File: config.mk
export PLATFORM = sky130hd
export DESIGN_NAME = serial_alu_seq
export DESIGN_NICKNAME = d
export VERILOG_FILES = /design/src/rtl/serial_alu_seq.sv
export SDC_FILE = /design/constraint.sdc
export NUM_CORES = 1
export LEC_CHECK = 0
export ABC_AREA = 0
export CAP_MARGIN = 25
export CORE_MARGIN = 4
export CORE_UTILIZATION = 30
export DETAILED_ROUTE_END_ITERATION = 10
export MAX_ROUTING_LAYER = met4
export PLACE_DENSITY = 0.61
export SLEW_MARGIN = 20
export SYNTH_ARGS = -nofsm -noshare
export SYNTH_HDL_FRONTEND = slang
export SYNTH_SLANG_ARGS = --single-unit
export TNS_END_PERCENT = 10
File: constraint.sdc
create_clock -name clk -period 15.1 [get_ports clk]
set_input_delay 3.775 -clock clk [delete_from_list [all_inputs] [get_ports clk]]
set_output_delay 3.775 -clock clk [all_outputs]
set_load 0.01 [all_outputs]
File: src/rtl/serial_alu_seq.sv
// Bit-serial ALU: one 1-bit slice processes the operands LSB first, one bit per clock,
// and the result and flags are published together on entry to DONE.
module serial_alu_seq #(
  parameter int unsigned WIDTH = 32
) (
  input  logic             clk,
  input  logic             reset,
  input  logic             start,
  input  logic [WIDTH-1:0] a,
  input  logic [WIDTH-1:0] b,
  input  logic [2:0]       sel,
  output logic             busy,
  output logic             done,
  output logic [WIDTH-1:0] result,
  output logic             carryout,
  output logic             zero,
  output logic             overflow
);

  localparam int unsigned CW = (WIDTH > 1) ? $clog2(WIDTH) : 1;

  localparam logic [2:0] OP_ADD  = 3'd0;
  localparam logic [2:0] OP_SUB  = 3'd1;
  localparam logic [2:0] OP_XOR  = 3'd2;
  localparam logic [2:0] OP_SLT  = 3'd3;
  localparam logic [2:0] OP_AND  = 3'd4;
  localparam logic [2:0] OP_NAND = 3'd5;
  localparam logic [2:0] OP_NOR  = 3'd6;
  localparam logic [2:0] OP_OR   = 3'd7;

  typedef enum logic [1:0] {S_IDLE, S_RUN, S_DONE} state_t;

  state_t           state_q, state_d;
  logic [WIDTH-1:0] a_q, a_d, b_q, b_d, sr_q, sr_d, result_q, result_d;
  logic [2:0]       sel_q, sel_d;
  logic [CW-1:0]    cnt_q, cnt_d;
  logic             carry_q, carry_d;
  logic             busy_q, busy_d, done_q, done_d;
  logic             cout_q, cout_d, zero_q, zero_d, ovf_q, ovf_d;

  logic             invert, bit_a, bit_b, sum, carry_nx, slice_bit, last, less;
  logic [WIDTH-1:0] final_res;

  always_ff @(posedge clk or posedge reset) begin
    if (reset) begin
      state_q  <= S_IDLE;
      a_q      <= '0;
      b_q      <= '0;
      sr_q     <= '0;
      result_q <= '0;
      sel_q    <= '0;
      cnt_q    <= '0;
      carry_q  <= 1'b0;
      busy_q   <= 1'b0;
      done_q   <= 1'b0;
      cout_q   <= 1'b0;
      zero_q   <= 1'b0;
      ovf_q    <= 1'b0;
    end else begin
      state_q  <= state_d;
      a_q      <= a_d;
      b_q      <= b_d;
      sr_q     <= sr_d;
      result_q <= result_d;
      sel_q    <= sel_d;
      cnt_q    <= cnt_d;
      carry_q  <= carry_d;
      busy_q   <= busy_d;
      done_q   <= done_d;
      cout_q   <= cout_d;
      zero_q   <= zero_d;
      ovf_q    <= ovf_d;
    end
  end

  // The single bit slice, fed by the current bit of the captured operands
  always_comb begin
    invert   = (sel_q == OP_SUB) || (sel_q == OP_SLT);
    bit_a    = a_q[cnt_q];
    bit_b    = b_q[cnt_q] ^ invert;
    sum      = bit_a ^ bit_b ^ carry_q;
    carry_nx = (bit_a & bit_b) | (carry_q & (bit_a ^ bit_b));
    case (sel_q)
      OP_XOR:  slice_bit = bit_a ^ bit_b;
      OP_AND:  slice_bit = bit_a & bit_b;
      OP_NAND: slice_bit = ~(bit_a & bit_b);
      OP_NOR:  slice_bit = ~(bit_a | bit_b);
      OP_OR:   slice_bit = bit_a | bit_b;
      default: slice_bit = sum;
    endcase
    last      = (cnt_q == CW'(WIDTH - 1));
    final_res = {slice_bit, sr_q[WIDTH-1:1]};
    // On the MSB, carry_q is the carry into it and carry_nx the carry out
    less      = sum ^ (carry_q ^ carry_nx);
  end

  // Next-state and datapath update
  always_comb begin
    state_d  = state_q;
    a_d      = a_q;
    b_d      = b_q;
    sr_d     = sr_q;
    result_d = result_q;
    sel_d    = sel_q;
    cnt_d    = cnt_q;
    carry_d  = carry_q;
    cout_d   = cout_q;
    zero_d   = zero_q;
    ovf_d    = ovf_q;
    case (state_q)
      S_IDLE: begin
        if (start) begin
          a_d     = a;
          b_d     = b;
          sel_d   = sel;
          cnt_d   = '0;
          carry_d = (sel == OP_SUB) || (sel == OP_SLT);
          state_d = S_RUN;
        end
      end
      S_RUN: begin
        sr_d    = final_res;
        carry_d = carry_nx;
        if (last) begin
          state_d = S_DONE;
          if (sel_q == OP_SLT) begin
            result_d = WIDTH'(less);
            zero_d   = ~less;
          end else begin
            result_d = final_res;
            zero_d   = (final_res == '0);
          end
          if ((sel_q == OP_ADD) || (sel_q == OP_SUB)) begin
            cout_d = carry_nx;
            ovf_d  = carry_q ^ carry_nx;
          end else begin
            cout_d = 1'b0;
            ovf_d  = 1'b0;
          end
        end else begin
          cnt_d = cnt_q + CW'(1);
        end
      end
      S_DONE:  state_d = S_IDLE;
      default: state_d = S_IDLE;
    endcase
    busy_d = (state_d == S_RUN);
    done_d = (state_d == S_DONE);
  end

  assign busy     = busy_q;
  assign done     = done_q;
  assign result   = result_q;
  assign carryout = cout_q;
  assign zero     = zero_q;
  assign overflow = ovf_q;

endmodule
==> impl_metrics.py <==
metrics = {
    "outcome": {
        "outcome": "completed",
    },
    "clock_tree": {
        "cts_tree": "yes",
        "cts_made_buffers": 17,
        "clkSlewWorstSetupHoldPaths_ps": 60,
        "cts-resized-gates": 0,
        "cts_setup_buffers": 0,
        "clock_path_buffers": 2,
        "ctsHoldBuffers": 0,
        "cts-root-buf": "clkbuf_16",
        "cts_sinks": 143,
        "clk_latency_ps": 420,
        "htree_levels": 4,
    },
    "drt": {
        "totalWireLength_um": 13600,
        "drc": 0,
        "num_vias": 4105,
        "antenna_left": 0,
        "drt_first_pass_iters": 4,
        "via_per_inst": 4.66,
        "drt-initial-drc-count": 144,
        "wire_per_inst_um": 15.5,
    },
    "finish": {
        "antennaDiodeCount": 0,
        "n_fill_cell": 1881,
        "final_area_um2": 8070,
        "syn_to_final_growth_pct": 31.1,
        "fin_util_pct": 39.9,
        "fin_nets": 674,
        "drive_gt1_share_pct": 18.5,
    },
    "yosys": {
        "synth_edf_count": 0,
        "synth.avg_cell_area_um2": 12.4,
        "synth-async-reset-ratio_pct": 100,
        "ys_types": 36,
        "yosysSeqAreaShare_pct": 58.1,
        "synth_common_cells": "dfrtp_1, nand2_1, mux2_2, a22o_1, mux2i_1",
        "syn_inst": 497,
        "yosysWarnings": 0,
        "synth_area_um2": 6160,
        "synth_top_area_cell": "dfrtp_1",
        "netlist.area_leader.share_pct": 58.1,
        "yosys.cell_count.top_type": "dfrtp_1",
        "synth.area.top_cells": "dfrtp_1, mux2_2, nand2_1, a22o_1, mux2i_1",
        "synth_nets": 573,
        "synth.ff_latch_count": 143,
        "synthFlopType": "dfrtp_1",
    },
    "sta": {
        "fmax_ghz": 0.192,
        "tightest_slew_ps": 1010,
        "hold_viol": 0,
        "slew_violations": 0,
        "max-slew-margin-rel_pct": 33.0,
        "period_needed_ps": 5210,
        "setup_tns_ps": 0,
        "finClkSkew_ps": 8.54,
        "rsz0062_at_grt": "false",
        "finalCritPeriodShare_pct": 34.5,
        "setup-violations-final": 0,
    },
    "critical_path": {
        "crit_type": "input port to flop",
        "crit_path_max_fanout": 53,
        "crit_arrival_ps": 5520,
        "startpoint_type": "input port",
        "ff2ff_path_depth": 11,
        "required_ps": 15400,
        "end_kind": "flop",
    },
    "min_path": {
        "whs_path_depth": 1,
        "hold_class": "flop to flop",
    },
    "floorplanning": {
        "std_cell_rows": 52,
        "die_h_um": 151,
        "dieWidth_um": 151,
        "top_level_ports": 107,
        "die_area_um2": 22900,
        "core_um2": 20200,
        "start_util_pct": 30.4,
    },
    "place": {
        "gp_congestion": 0.843,
        "placed_area_um2": 7500,
        "dp_hpwl_um": 9680,
        "portBuffers": 106,
    },
    "job": {
        "maxCapViolations": 0,
    },
    "global_route": {
        "antenna_found_initial": 0,
        "grt_pass1_wl_um": 22500,
        "grt_pass1_vias": 4363,
        "grt.total_usage_pct": 13.0,
        "grt_max_degree": 81,
        "grt_remaining_overflow": 0,
    },
    "power_and_ir_drop": {
        "power_density_nw_per_um2": 208,
        "p_leak_nw": 3.57,
        "vdd_drop_max_uv": 89.5,
    },
}
## worst max-delay path, stage by stage
cell and delay (ps):
clkdlybuf4s50_1 460, nor3b_2 180, buf_4 550, nor2_1 230, mux2_2 320
## state kept, by name, indices dropped and copies added, names as in the netlist
| signal | flops |
|---|---|
| a_q | 32 |
| b_q | 32 |
| busy | 1 |
| carry_q | 1 |
| carryout | 1 |
| cnt_q | 5 |
| done | 1 |
| overflow | 1 |
| result | 32 |
| sel_q | 3 |
| sr_q | 31 |
| state_q | 2 |
| zero | 1 |
## routing by layer
metal	global-route usage [%]	up-vias	wire (µm)
met5	-	-	0
met4	3.31	0	131
met3	4.19	11	823
met2	20.6	105	6630
met1	16.4	2033	6050
li1	-	1956	-
## final timing paths
kind	startpoint	to	slack, ps
worst max-delay path	start	cnt_q[0]	9890
worst min-delay path	result[2]	result[2]	500
worst max register to register	cnt_q[0]	zero	11650
worst min register to register	result[2]	result[2]	500
max in group asynchronous	reset	b_q[18]	9940
min in group asynchronous	reset	a_q[0]	3860
## stage by stage
stage               setup WS, ps  hold slack [ps]  power (mW)  cells
global placement            9470              482        1.25    847
finish                      9890              500        1.68    881
floorplan                   7490              469        1.09    497
detailed placement          9410              491        1.29    849
CTS                         9860              507        1.70    881
global route                9660              514        1.81    881
## power breakdown
group          leakage [nW]  switching (mW)  internal, mW  total (mW)
registers              1.80           0.149         0.548       0.697
logic                  1.50           0.251         0.329       0.580
clock network         0.267           0.170         0.233       0.403
total                  3.57           0.569          1.11        1.68
## layout make-up
class                      instances  area [µm²]  share of cell area (%)
sequential                       143        3580                    44.3
timing repair buffer             113        1120                    13.9
clock inverter                    14         136                    1.69
clock buffer                      18         439                    5.44
inverter                           7        31.3                   0.388
tap                              270         338                    4.19
multi-input combinational        316        2420                    30.0
## cells by family after synthesis
group | after synthesis | share of synthesized area (%)
buffers and inverters | 38 | 2.70
flip-flops | 143 | 58.1
adder cells (fa/ha/maj) | 6 | 1.46
multiplexers | 97 | 19.2
AO/OA/AOI/OAI | 52 | 6.64
AND/OR/NAND/NOR | 156 | 11.2
XOR/XNOR | 5 | 0.711
## cells in the final DEF (no fill, tap or decap), types with 4 or more instances in the layout
cell type	n
dfrtp_1	143
nand2_1	107
clkdlybuf4s50_1	106
mux2_2	68
a22o_1	32
mux2i_1	21
clkbuf_16	17
nor2_1	9
nor4_1	8
mux4_1	7
nand3_1	6
inv_1	6
o21ai_0	5
nor2b_1	5
clkinvlp_4	5
buf_4	5
nand2b_1	4
xor2_1	4
a22oi_1	4
a21oi_1	4
ha_1	4
clkinv_4	4
No activity file was read; power rests on OpenSTA's default activity.
